==> src/rtl/neuron_array_core_pkg.sv <==
// Shared Q-format widths, defaults and helpers for the neuron array core.
// Everything here is width-generic so the top can override the Q format.
package neuron_array_core_pkg;

  localparam int INT_W_D = 3;
  localparam int FRC_W_D = 12;
  localparam int W_D = 1 + INT_W_D + FRC_W_D;

  localparam int TAU_SHIFT_D = 1;
  localparam int TIME_SHIFT_D = 7;
  localparam int A_CONST_D = 2867;

  localparam logic [W_D-1:0] V_RST_D = 16'hECE1;
  localparam logic [W_D-1:0] W_RST_D = 16'hF600;
  localparam logic [W_D-1:0] V_SPIKE_D = 16'h1000;

  // Half-LSB rounding constant for an arithmetic right shift by sh.
  function automatic int rnd_c(input int sh);
    return (sh > 0) ? (1 << (sh - 1)) : 0;
  endfunction

  function automatic logic signed [31:0] sat_w(
    input logic signed [31:0] x,
    input int w
  );
    logic signed [31:0] hi;
    logic signed [31:0] lo;
    hi = (32'sd1 <<< (w - 1)) - 32'sd1;
    lo = -(32'sd1 <<< (w - 1));
    if (x > hi) return hi;
    if (x < lo) return lo;
    return x;
  endfunction

endpackage

==> src/rtl/neuron_array_core_pow2.sv <==
// Piecewise-linear 2^x of a signed Q value: (1 + frac) << floor(x).
// Result is non-negative and clamped to the largest positive W-bit value.
module pow_2_function #(
  parameter int INT_WIDTH = 3,
  parameter int FRC_WIDTH = 12
) (
  input  logic [INT_WIDTH+FRC_WIDTH:0] i_x,
  output logic [INT_WIDTH+FRC_WIDTH:0] o_y
);

  localparam int W = 1 + INT_WIDTH + FRC_WIDTH;
  localparam int PADW = 2 * W - FRC_WIDTH - 1;
  localparam logic [2*W-1:0] MAXV = {{(W + 1){1'b0}}, {(W - 1){1'b1}}};

  logic [INT_WIDTH:0] w_ip;
  logic [INT_WIDTH:0] w_neg;
  logic [2*W-1:0] w_mant;
  logic [2*W-1:0] w_sh;

  assign w_ip = i_x[W-1:FRC_WIDTH];
  assign w_neg = -w_ip;
  assign w_mant = {{PADW{1'b0}}, 1'b1, i_x[FRC_WIDTH-1:0]};
  assign w_sh = w_ip[INT_WIDTH] ? (w_mant >> w_neg)
                                : (w_mant << w_ip);
  assign o_y = (w_sh > MAXV) ? MAXV[W-1:0] : w_sh[W-1:0];

endmodule

==> src/rtl/neuron_array_core.sv <==
// Time-multiplexed two-variable neuron array on a shared 4-stage
// Euler update pipeline with a flop-based per-neuron state file.
module neuron_array_core
  import neuron_array_core_pkg::*;
#(
  parameter int N_NEURONS = 8,
  parameter int INT_WIDTH = INT_W_D,
  parameter int FRC_WIDTH = FRC_W_D,
  parameter int TAU_SHIFT = TAU_SHIFT_D,
  parameter int TIME_SHIFT = TIME_SHIFT_D,
  parameter int A_CONST = A_CONST_D,
  parameter int DEADBAND = 175,
  parameter logic [INT_WIDTH+FRC_WIDTH:0] V_RST = V_RST_D,
  parameter logic [INT_WIDTH+FRC_WIDTH:0] W_RST = W_RST_D,
  parameter logic [INT_WIDTH+FRC_WIDTH:0] V_SPIKE = V_SPIKE_D,
  parameter bit SATURATE = 1'b1,
  localparam int W = 1 + INT_WIDTH + FRC_WIDTH,
  localparam int IW = (N_NEURONS > 1) ? $clog2(N_NEURONS) : 1
) (
  input  logic          clk,
  input  logic          rst,
  input  logic          i_valid,
  output logic          i_ready,
  input  logic [IW-1:0] i_idx,
  input  logic [W-1:0]  i_in,
  input  logic          cfg_we,
  input  logic [IW-1:0] cfg_idx,
  input  logic [W-1:0]  cfg_v,
  input  logic [W-1:0]  cfg_w,
  output logic          out_valid,
  output logic [IW-1:0] out_idx,
  output logic [W-1:0]  v_out,
  output logic [W-1:0]  w_out,
  output logic          spike
);

  localparam int WX = W + 4;
  localparam int SH_W = TAU_SHIFT + TIME_SHIFT;

  typedef logic signed [WX-1:0] wx_t;

  localparam wx_t RND_V = wx_t'(rnd_c(TIME_SHIFT));
  localparam wx_t RND_W = wx_t'(rnd_c(SH_W));
  localparam wx_t A_X = wx_t'(A_CONST);
  localparam wx_t DB = wx_t'(DEADBAND);

  function automatic wx_t sx(input logic [W-1:0] x);
    return wx_t'(signed'(x));
  endfunction

  function automatic logic [W-1:0] fit(input wx_t x);
    logic signed [31:0] s;
    s = SATURATE ? sat_w(32'(x), W) : 32'(x);
    return s[W-1:0];
  endfunction

  logic [W-1:0] r_v [N_NEURONS];
  logic [W-1:0] r_w [N_NEURONS];

  logic r1_vld, r2_vld, r3_vld, r4_vld;
  logic [IW-1:0] r1_idx, r2_idx, r3_idx, r4_idx;
  logic [W-1:0] r1_in;
  logic [W-1:0] r2_v, r2_w, r2_pp, r2_pn;
  logic [W-1:0] r3_v, r3_w, r4_v;
  wx_t r2_in, r2_wp;
  wx_t r3_in, r3_wp, r3_d3, r3_v5;
  wx_t r4_dv, r4_ws;

  logic w_haz, w_xfer;
  logic [W-1:0] w_v1, w_w1, w_nv1, w_pp1, w_pn1;
  logic [W-1:0] w_vn, w_wn;
  logic w_sp;
  wx_t w_wp1, w_d2, w_dv, w_dvz, w_ws, w_vs;

  // A neuron still in stages 1-3 has not written back yet; stage 4
  // commits on the same edge a new transfer is captured.
  always_comb begin
    w_haz = 1'b0;
    if (r1_vld && r1_idx == i_idx) w_haz = 1'b1;
    if (r2_vld && r2_idx == i_idx) w_haz = 1'b1;
    if (r3_vld && r3_idx == i_idx) w_haz = 1'b1;
  end

  assign i_ready = !rst && !cfg_we && !w_haz;
  assign w_xfer = i_valid && i_ready;

  assign w_v1 = r_v[r1_idx];
  assign w_w1 = r_w[r1_idx];
  assign w_nv1 = -w_v1;
  assign w_wp1 = sx(w_v1) + A_X - (sx(w_w1) >>> 1) + RND_W;

  pow_2_function #(
    .INT_WIDTH(INT_WIDTH),
    .FRC_WIDTH(FRC_WIDTH)
  ) u_pp (
    .i_x(w_v1),
    .o_y(w_pp1)
  );

  pow_2_function #(
    .INT_WIDTH(INT_WIDTH),
    .FRC_WIDTH(FRC_WIDTH)
  ) u_pn (
    .i_x(w_nv1),
    .o_y(w_pn1)
  );

  assign w_d2 = wx_t'(r2_pn) - wx_t'(r2_pp);

  assign w_dv = r3_d3 + r3_v5 - sx(r3_w) + r3_in;
  assign w_dvz = (w_dv > -DB && w_dv < DB) ? '0 : w_dv;
  assign w_ws = sx(r3_w) + (r3_wp >>> SH_W);

  assign w_vs = sx(r4_v) + ((r4_dv + RND_V) >>> TIME_SHIFT);
  assign w_vn = fit(w_vs);
  assign w_wn = fit(r4_ws);
  assign w_sp = (signed'(r4_v) < signed'(V_SPIKE)) &&
                (signed'(w_vn) >= signed'(V_SPIKE));

  always_ff @(posedge clk) begin
    if (rst) begin
      r1_vld <= 1'b0;
      r2_vld <= 1'b0;
      r3_vld <= 1'b0;
      r4_vld <= 1'b0;
      out_valid <= 1'b0;
      out_idx <= '0;
      v_out <= V_RST;
      w_out <= W_RST;
      spike <= 1'b0;
    end else begin
      r1_vld <= w_xfer;
      r2_vld <= r1_vld;
      r3_vld <= r2_vld;
      r4_vld <= r3_vld;
      out_valid <= r4_vld;
      spike <= r4_vld && w_sp;
      if (r4_vld) begin
        out_idx <= r4_idx;
        v_out <= w_vn;
        w_out <= w_wn;
      end
    end
  end

  always_ff @(posedge clk) begin
    if (w_xfer) begin
      r1_idx <= i_idx;
      r1_in <= i_in;
    end
    r2_idx <= r1_idx;
    r2_in <= sx(r1_in);
    r2_v <= w_v1;
    r2_w <= w_w1;
    r2_pp <= w_pp1;
    r2_pn <= w_pn1;
    r2_wp <= w_wp1;
    r3_idx <= r2_idx;
    r3_in <= r2_in;
    r3_v <= r2_v;
    r3_w <= r2_w;
    r3_wp <= r2_wp;
    r3_d3 <= (w_d2 <<< 1) + w_d2;
    r3_v5 <= (sx(r2_v) <<< 2) + sx(r2_v);
    r4_idx <= r3_idx;
    r4_v <= r3_v;
    r4_dv <= w_dvz;
    r4_ws <= w_ws;
  end

  // Config write is ordered last so it wins over a same-index writeback.
  always_ff @(posedge clk) begin
    if (rst) begin
      for (int n = 0; n < N_NEURONS; n++) begin
        r_v[n] <= V_RST;
        r_w[n] <= W_RST;
      end
    end else begin
      if (r4_vld) begin
        r_v[r4_idx] <= w_vn;
        r_w[r4_idx] <= w_wn;
      end
      if (cfg_we) begin
        r_v[cfg_idx] <= cfg_v;
        r_w[cfg_idx] <= cfg_w;
      end
    end
  end

endmodule
==> config.mk <==
export PLATFORM = sky130hd
export DESIGN_NAME = neuron_array_core
export DESIGN_NICKNAME = d
export VERILOG_FILES = /design/src/rtl/neuron_array_core_pkg.sv /design/src/rtl/neuron_array_core_pow2.sv /design/src/rtl/neuron_array_core.sv
export SDC_FILE = /design/constraint.sdc
export NUM_CORES = 1
export LEC_CHECK = 0
export CAP_MARGIN = 10
export CORE_MARGIN = 2
export CORE_UTILIZATION = 35
export DETAILED_ROUTE_END_ITERATION = 10
export PLACE_DENSITY = 0.47
export SYNTH_ARGS = -nofsm -noshare
export SYNTH_HDL_FRONTEND = slang
export SYNTH_SLANG_ARGS = --single-unit
==> constraint.sdc <==
create_clock -name clk -period 13.7 [get_ports clk]
set_clock_uncertainty 0.05 [all_clocks]
set_input_delay 2.74 -clock clk [delete_from_list [all_inputs] [get_ports clk]]
set_output_delay 2.74 -clock clk [all_outputs]
set_load 0.05 [all_outputs]
======== Word-level counts from Yosys, hierarchy flattened ========
Memory sizes are Yosys's and may differ from the RTL's. A register that Yosys moved wholly into a read port is not among the register bits.
Index checks and enable logic that the tools add are counted.
cells by class
  shift-type cells ........................ 4
  eq/ne operators ......................... 3
  reductions and logical operators ........ 16
  magnitude comparators ................... 10
  multiply operators ...................... 0
  bitwise operators ....................... 0
  div/mod/pow operators ................... 0
  multiplexer cells ....................... 41
  add/subtract/negate cells ............... 15
operators by type and width
  operator                count
  $mux 16                 12
  $gt 32x15->1 const B    2
  $mux 32                 2
  $reduce_or 16->1        4
  $shl 13x4->32           2
  $shr 13x4->32           2
  $gt 17x16->1 const B    2
  $lt 17x16->1 const B    2
  $mux 1                  21
  $add 19x19->20          1
  $add 20x16->20          1
  $add 20x8->20 const B   1
  $gt 20x9->1 const B     1
  $lt 20x9->1 const B     1
  $sub 20x16->20          1
  $add 18x16->19          1
  $add 18x17->19          1
  $add 18x9->19 const B   1
  $mux 3                  6
  $sub 17x15->18          1
  $add 16x11->17          1
  $add 16x13->17          1
  $add 16x13->17 const B  1
  $sub 16x16->17          1
  other kinds (7)         20
storage, ports and cells
  output and inout bits ................... 38
  memories kept ........................... 2
  register bits after elaboration ......... 326
  input bits .............................. 58
  RAM bits ................................ 256
  bits in latches ......................... 0
  ROM bits ................................ 0
memories
  memory  depth  bits a word  rd ports  clocked after Yosys merged registers in  write ports  line                     source
  r_v     8      16           1         1                                        8            neuron_array_core.sv:57  logic [W-1:0] r_v [N_NEURONS];
  r_w     8      16           1         1                                        8            neuron_array_core.sv:58  logic [W-1:0] r_w [N_NEURONS];

======== Longest topological paths before layout ========
Gate-level depths: netlist of run 1.
  depth in word-level cells ............... 10
  mapped depth ............................ 20

======== Modules after synthesis ========
Synthesis of run 1 repeated with hierarchy kept, for this count alone.
unflattened totals
  cell total of the unflattened synthesis .. 2747
  area total of the unflattened synthesis .. 29585.9 µm²
modules (own cells, without submodules)
  module             times used  area an instance (µm²)  cells each
  neuron_array_core  1           27171.1                 2443
  pow_2_function     2           1207.4                  152

======== Worst setup path after synthesis of run 1 ========
No wires, ideal clock.
  path type ............................... input -> output
  from .................................... input rst
  to ...................................... output i_ready
  setup slack ............................. 6.373 ns
  required time ........................... 10.910 ns
  arrival ................................. 4.537 ns
  cell stages on the path ................. 2
  cells stage by stage .................... clkbuf_1 > nor4_1
on the way
  cells in the longest elaborated chain, start to end .. 3
RTL lines
  element                          line                     source
  start: declaration               neuron_array_core.sv:21  input logic rst,
  $logic_not 1->1                  neuron_array_core.sv:84  assign i_ready = !rst && !cfg_we && !w_haz;
  $logic_and 1x1->1 (2 in series)  neuron_array_core.sv:84
  end: declaration                 neuron_array_core.sv:23  output logic i_ready,
No other way between the ends.

======== Worst setup path in the final report of run 1 ========
  from .................................... input i_idx[2]
  to ...................................... output i_ready
on the way
  cells in the longest elaborated chain, start to end .. 7
  elaborated cells between the ends (all ways) .. 11
  those cells by class .................... 3 x eq/ne; 3 x mux; 5 x reduce/logical
RTL lines
  element              line                     source
  start: declaration   neuron_array_core.sv:24  input logic [IW-1:0] i_idx,
  $eq 3x3->1           neuron_array_core.sv:79  if (r1_vld && r1_idx == i_idx) w_haz = 1'b1;
  $logic_and 1x1->1    neuron_array_core.sv:79
  $mux 1               neuron_array_core.sv:79
  $mux 1               neuron_array_core.sv:80  if (r2_vld && r2_idx == i_idx) w_haz = 1'b1;
  $mux 1 *             neuron_array_core.sv:81  if (r3_vld && r3_idx == i_idx) w_haz = 1'b1;
  $logic_not 1->1 *    neuron_array_core.sv:84
  $logic_and 1x1->1 *  neuron_array_core.sv:84
Every way passes the cells marked *; elsewhere a longest branch is shown, timed or not.

==> summary by stage, run 1 <==
Status
The flow ran to the end, and the final reports show no timing, DRC or antenna violations.

Routing
The detailed-route vias per instance is ~5.6. The pre-antenna-repair detailed-routing pass consisted of 7 iterations. In the final routed layout, each cell accounts on average for 24.8 um. Wires add up to 93000 um. In the routed design, unresolved DRC markers number 0. The detailed router finished its first iteration with ~1900 violations. In this run the remaining antenna-violating nets after routing total 0.

The total number of vias is ~21000.

Yosys
In the synthesized netlist, the cells that appear most often are 285 x sky130_fd_sc_hd__dfxtp_1, 275 x sky130_fd_sc_hd__edfxtp_1, 179 x sky130_fd_sc_hd__nor2_1, 178 x sky130_fd_sc_hd__inv_1, 167 x sky130_fd_sc_hd__nand2_1. The number of distinct library cells after synthesis is approximately 100. The top cell type's share of synthesized area is between 20 and 30%.

The number of synthesis warnings is 0. The synthesized netlist occupies a cell area of roughly 0.029 mm2. The flop and latch count out of synthesis is 560. Synthesis handed over a netlist of ~2600 instances.

The proportion of register bits with asynchronous set or reset after synthesis is 0%. The main flop type after synthesis is sky130_fd_sc_hd__dfxtp_1. After synthesis, the mean cell area works out to ~11 um2. The number of synthesized flops with an enable pin is about 280. By area the synthesized netlist is led by sky130_fd_sc_hd__edfxtp_1 28%, sky130_fd_sc_hd__dfxtp_1 20%, sky130_fd_sc_hd__ha_1 5.9%. In the post-synthesis netlist, the cell with the most instances is sky130_fd_sc_hd__dfxtp_1. Of the synthesized area, sequential elements account for between 40% and 50%.

Of all cell types, the one taking the most synthesized area is sky130_fd_sc_hd__edfxtp_1.

Die
The core region is just over 0.08 mm2. The floorplan step set the die width to roughly 300 um. The number of standard-cell rows in the floorplan is about 110.

The die area is 0.0851 mm2. The effective utilization at floorplan is about 35%. The number of ports placed on the die boundary is 96. The floorplan die height is 292 um.

Cells and area
After the last flow step, the layout net total stands at 2876. The fill cell total of the finished layout is 7860. Cells with a size suffix above 1 make up 11.3% of the layout. The area growth from synthesis to layout is 14.9%. The cell area after layout is between 0.03 and 0.04 mm2.

Flow run
The number of violations of the max-capacitance limit is 0.

Clocking
The clock root buffer is sky130_fd_sc_hd__clkbuf_16. For the worst-skew pair, the clock arrives at the later sink with an insertion delay of around 0.62 ns. After clock tree synthesis, the flow added hold-fix buffers numbering 0.

In this run, CTS created clock tree buffers numbering just under 70. Buffers added to address setup during post-CTS repair amount to 0. The post-CTS clock slew at the launch and capture registers of the worst setup and hold paths is around 0.07 ns. The number of H-tree levels is 3. CTS saw 560 sinks.

TritonCTS built the clock tree. The longest clock path from root to sink contains 3 buffers. The post-cts gate resize count is 0.

Place
The placed wire-length estimate is between 60000 and 70000 um. In this run the tool buffered the top-level ports with 95 buffer cells. The placement-stage worst setup slack is 6.15 ns. After detailed placement, the total cell area comes to about 0.031 mm2. The placer's final routability congestion estimate is roughly 0.86.

Setup path
The endpoint of the worst-slack reg-to-reg timing path is r2_wp[16]. Of all nets on the critical path, the largest fanout is 5. The worst register-to-register path has a setup slack of 7.19 ns. The required arrival time at the worst endpoint is 10.91 ns. For the worst setup path, the data arrival time is 4.75 ns. STA classifies the critical path endpoint as an output pin. The count of cells along the worst register-to-register path is 16. The worst setup path is of the input pin to output pin kind. The critical path starts at i_idx[2]. The most critical setup path has its endpoint at i_ready. The worst setup path is launched from an input pin.

STA
The number of failing setup endpoints in the final timing report is 0. Setup repair after global routing left no endpoint under its margin. After layout, the minimum clock period comes to between 7 and 8 ns. The max-slew violation count came to 0.

In the post-route analysis, the smallest setup slack over all paths is 6.16 ns. The total count of hold-check failures in the final report came to 0. The transition time of the tightest slew-check pin is roughly 1.3 ns. The achievable frequency is roughly 130 MHz. On the final layout, the worst hold slack is approximately 0.26 ns. After routing, the total negative slack on setup checks comes to 0 ns. Dividing the final minimum period by the clock period gives around 55%. Headroom to the max-slew limit came out at between 10% and 20%.

Pwr
The worst-case IR drop observed on VDD is 0.000139 V. For this design the ratio of total power to cell area is roughly 240 mW/mm2. The reported leakage power is roughly 13 nW. The design draws ~7.9 mW.

GRT
The global-route wire length before repair is 137000 um. The total overflow left after global routing is 0. Across every metal layer, demand over resource in global routing totals a little over a fifth. The number of global-route vias before repair is around 21000. Entering global routing, the biggest net connects 56 pins. The initial antenna violation count came to 1.

Min path
The type of the most critical hold path is register to register.
[routing by layer]
metal	vias up	wire, um	track usage, %
met1	10420	40800	28.9
met3	149	5300	3.12
li1	9628	-	-
met2	696	44400	36.2
met5	-	0	0
met4	0	2510	6.51
[through the flow]
stage / utilization [%] / cells
finish: 40.6 / 3758
global route: 40.6 / 3757
CTS: 40.6 / 3757
detailed placement: 37.9 / 3638
global placement: 37.9 / 3638
floorplan: - / 2580
[state kept, by name, indices dropped and copies added, names as in the netlist, 16 cells and up, named ones only]
name   count
r1_in     16
r2_in     16
r2_pn     16
r2_pp     16
r2_v      16
r2_w      16
r3_d3     19
r3_in     16
r3_v5     18
r3_w      16
r4_v      16
r4_ws     17
r_v      128
r_w      128
v_out     16
w_out     16
[critical path, stage by stage]
cell and delay, ns:
sky130_fd_sc_hd__clkdlybuf4s50_1 0.59, sky130_fd_sc_hd__xor2_1 0.18, sky130_fd_sc_hd__nor3_1 0.08, sky130_fd_sc_hd__nor4_1 0.30, sky130_fd_sc_hd__clkdlybuf4s50_1 0.87
[cell families (layout without fill, tap and decap cells)]
group,after synthesis,count (layout),share of synthesized area (%)
compound gates,636,636,16.1
simple gates,588,588,9.86
flops,560,560,48.2
buf+inv,343,450,4.75
fa+ha+maj,195,195,9.40
mux,139,139,8.10
xor+xnor,117,117,3.63
other cells,1,3,0.0129
[area by class of cell]
class / count / area (um2) / share of cell area (%)
multi-input combinational: 1677 / 13800 / 41.3
timing repair buffer: 141 / 1290 / 3.88
clock inverter: 23 / 295 / 0.887
antenna: 1 / 2.50 / 0.00751
tap: 1070 / 1340 / 4.02
sequential: 560 / 14000 / 42.0
clock buffer: 96 / 1920 / 5.76
inverter: 190 / 731 / 2.19
[cell usage in the layout, fill, tap and decap left out, drive strengths merged, types with 15 or more instances in the layout]
cell,instances
maj3,15
nor2b,31
edfxtp,275
mux2,16
a211oi,21
o21a,20
o22a,108
nor3,46
nand2,170
o21ai,109
mux2i,57
clkbuf,96
inv,190
clkdlybuf4s50,94
fa,43
o211ai,18
mux4,66
ha,137
a21o,33
clkinv,16
a22o,105
nand3,39
a21oi,92
nand2b,15
xnor2,92
nor2,181
dfxtp,285
nand4,19
buf,47
xor2,25
[worst min path at each step]
| stage | startpoint | endpoint | slack, ns | cells after the start |
|---|---|---|---|---|
| 6_report | r2_w[0] | r3_w[0] | 0.26 | 0 |
| 5_1_grt | r2_w[0] | r3_w[0] | 0.26 | 0 |
| 4_1_cts | r2_w[0] | r3_w[0] | 0.26 | 0 |
| 3_5_place_dp | r2_w[12] | r3_w[12] | 0.26 | 0 |
| 3_3_place_gp | r2_wp[8] | r3_wp[8] | 0.26 | 0 |
| 2_1_floorplan | r2_in[0] | r3_in[0] | 0.26 | 0 |
[where the power goes]
group / internal (mW) / switching (mW) / leakage [nW] / total (mW)
Sequential: 2.01 / 0.134 / 5.01 / 2.15
Clock: 1.09 / 0.736 / 1.09 / 1.83
Combinational: 1.46 / 2.49 / 6.44 / 3.94
Power figures use the tool's default switching activity.
==> run 2: changes to the inputs <==
==> constraint.sdc (replaced) <==
create_clock -name clk -period 7.1 [get_ports clk]
set_clock_uncertainty 0.05 [all_clocks]
set_input_delay 1.42 -clock clk [delete_from_list [all_inputs] [get_ports clk]]
set_output_delay 1.42 -clock clk [all_outputs]
set_load 0.05 [all_outputs]
==> run 2 against run 1 <==
- core utilization up 0.16 points
- largest cell class unchanged
- combinational power up 93%
- sequential cell count unchanged
- critical endpoint is now r2_wp[16]
==> summary by stage, run 2 (synthesis results as in run 1) <==
Status
The flow ran to the end, and the final reports show no timing, DRC or antenna violations.

Setup path
The type of the setup path with the least slack is register to register. The count of cells along the worst register-to-register path is 15. At the worst endpoint, the arrival time is between 6 and 7 ns.

The element type at the critical path start is a register. At the worst endpoint, the required time is approximately 7.6 ns. STA classifies the critical path endpoint as a register. Across all register-to-register paths, the minimum setup slack is between 1 and 1.5 ns. In this run the worst path has a maximum fanout of 39.

Clocking
The number of H-tree levels is 3. The root buffer cell chosen for the clock tree is sky130_fd_sc_hd__clkbuf_16. Buffers inserted during clock tree synthesis total 68. The clock passes through at most 3 buffers. The number of setup buffers added after CTS is 0.

The clock network latency to the later pin of the worst-skew pair is 0.62 ns. Clock tree synthesis found a total of between 500 and 600 sinks. The CTS tree is built. The number of hold buffers added after cts is 0. In this run, post-CTS repair resized a total of 0 instances. After clock tree synthesis, the clock-pin slew on the worst setup and hold paths is about 0.060 ns.

STA
The final cycle utilization of the critical path is 80.0%. Setup repair after global routing left no endpoint under its margin. The routed design could run at a clock period as short as about 5.7 ns. Summed over all failing endpoints, the final setup total negative slack is 0 ns.

The max-slew violation count is 0. For this run, the top clock speed supported by timing is 176 MHz. The transition time of the tightest slew-check pin is around 1.2 ns. Setup violations remaining at the end of the flow were counted as 0. The worst pin sits at a relative slew slack of slightly below 20%.

The total count of hold-check failures in the final report was 0.

Cells and area
At the end of the flow, the number of nets in the layout was 2880. The largest registers in the layout are r_v (128), r_w (128), r3_d3 (19). 0 antenna diodes ended up in the layout.

The library cell used most frequently in the layout, excluding fill and tap cells, is sky130_fd_sc_hd__dfxtp_1. The count of cells in the finished layout, fillers not included, comes to approximately 3800. The fraction of final layout cells with drive strength greater than 1 is between 10% and 20%. The fill cell total of the finished layout is about 7900. From synthesis to final layout, the design area changed by 15.3%.

The top cell types in the final layout, fill and taps aside, are 281 x sky130_fd_sc_hd__dfxtp_1, 275 x sky130_fd_sc_hd__edfxtp_1, 178 x sky130_fd_sc_hd__inv_1, 178 x sky130_fd_sc_hd__nor2_1, 167 x sky130_fd_sc_hd__nand2_1. Cells fill 40.8% of the core in the end.

Die
The die covers 0.0851 mm2. The floorplan die height is approximately 290 um. The effective utilization at floorplan is approximately 35%. The number of standard-cell rows in the floorplan is 105. From left edge to right edge, the die measures between 200 and 300 um. The number of ports placed on the die boundary is 96.

The region available for standard cell placement spans approximately 0.082 mm2.

Routing
For this block, the via count after detailed routing is 20833. After detailed routing, the average wire length per cell comes to 25.5 um. The number of violations reported at the end of detailed-routing iteration 0 is ~1800. The remaining routing DRC violations is 0. The remaining number of nets flagged by the antenna check after routing is 0. The first detailed-routing pass took 5 iterations. The detailed-route vias per instance is 5.53.

Summed over all layers, the routed wires come to roughly 96000 um.

Pwr
The post-layout total power is 15.4 mW. The clock power share is 23.5%. For this design the static power due to leakage is between 10 and 15 nW. The analysis attributes to net switching a power of roughly 6.5 mW.

The share of total power dissipated in combinational logic is between 40% and 50%. The sequential share of power is 27.0%. The internal power of the cells totals 8.88 mW. The largest voltage drop on the vdd net is about 0.00027 V. The switching share of power is between 40% and 50%.

The total power per unit cell area is approximately 460 mW/mm2.

Place
Once placement completed, the tool counted placed cells totaling 3642. The congestion estimate from routability-driven global placement came to between 0.8 and 0.9. The placed wire-length estimate is 68100 um. The total of buffers placed on input and output ports is 95.

GRT
The initial antenna violation count is 1. The maximum number of pins on one net before global-route repair is between 50 and 60. The first global-routing pass estimated ~140000 um of wire. Global routing consumed, over all layers together, around 22% of the routing resources. The number of global-route vias before repair came to 21057. The overall overflow remaining after global route is 0.

Min path
The tightest min-delay check is of the register to register type. The number of cells traversed by the worst hold path is 0. The start point of the worst min-delay path is r2_in[14].

Flow run
The number of violations of the max-capacitance limit is 0.
run 2: changes by cell type in the layout (fill, tap and decap cells not counted), moves of 2 or more:
cell and change:
sky130_fd_sc_hd__clkbuf_16 +2, sky130_fd_sc_hd__buf_4 +4, sky130_fd_sc_hd__clkinv_1 +4, sky130_fd_sc_hd__clkinvlp_4 +3, sky130_fd_sc_hd__clkbuf_1 -5
run 2: power groups by stage:
stage               Sequential, mW  Clock, mW  Combinational [mW]
CTS                           4.17       3.69                7.66
floorplan                     4.09          0                5.40
detailed placement            4.23          0                7.59
global placement              4.23          0                7.56
global route                  4.19       3.81                8.48
finish                        4.15       3.62                7.62
run 2: stage by stage:
stage	setup slack (ns)	hold WS (ns)	instance area, um2
2_1_floorplan	1.41	0.260	29000
3_3_place_gp	1.58	0.260	31100
3_5_place_dp	1.43	0.262	31100
4_1_cts	1.40	0.274	33400
5_1_grt	0.840	0.272	33400
6_report	1.42	0.274	33400
run 2: final cells by class:
type | instances | area (um2) | area share, %
Sequential cell | 560 | 14000 | 41.8
Multi-Input combinational cell | 1677 | 13800 | 41.1
Clock buffer | 92 | 1940 | 5.79
Tap cell | 1070 | 1340 | 4.00
Timing Repair Buffer | 145 | 1320 | 3.95
Inverter | 190 | 731 | 2.19
Clock inverter | 33 | 377 | 1.13
run 2: final timing paths:
kind / endpoint
hold reg to reg: r3_in[14]
setup reg to reg: r2_wp[16]
setup / recovery: r2_wp[16]
hold / removal: r3_in[14]
run 2: critical path, cell delays in order, from the launching register on:
cell	delay [ns]
sky130_fd_sc_hd__dfxtp_4	0.81
sky130_fd_sc_hd__mux4_2	0.63
sky130_fd_sc_hd__mux2i_4	0.27
sky130_fd_sc_hd__inv_1	0.20
sky130_fd_sc_hd__ha_1	0.31
sky130_fd_sc_hd__ha_1	0.31
sky130_fd_sc_hd__a21o_1	0.18
sky130_fd_sc_hd__a2111oi_0	0.61
sky130_fd_sc_hd__o311ai_1	0.26
sky130_fd_sc_hd__a2111oi_0	0.64
sky130_fd_sc_hd__nor3_1	0.15
sky130_fd_sc_hd__a2111oi_2	0.40
sky130_fd_sc_hd__o21bai_1	0.15
sky130_fd_sc_hd__a21oi_1	0.24
sky130_fd_sc_hd__o21bai_1	0.14
sky130_fd_sc_hd__xnor2_1	0.14
run 2: metal layers:
layer	vias to the layer above	routed length (um)	GRT usage [%]
li1	9633	-	-
met1	10388	42600	30.0
met2	665	45400	36.5
met3	147	4690	3.58
met4	0	3200	7.73
met5	-	0	0
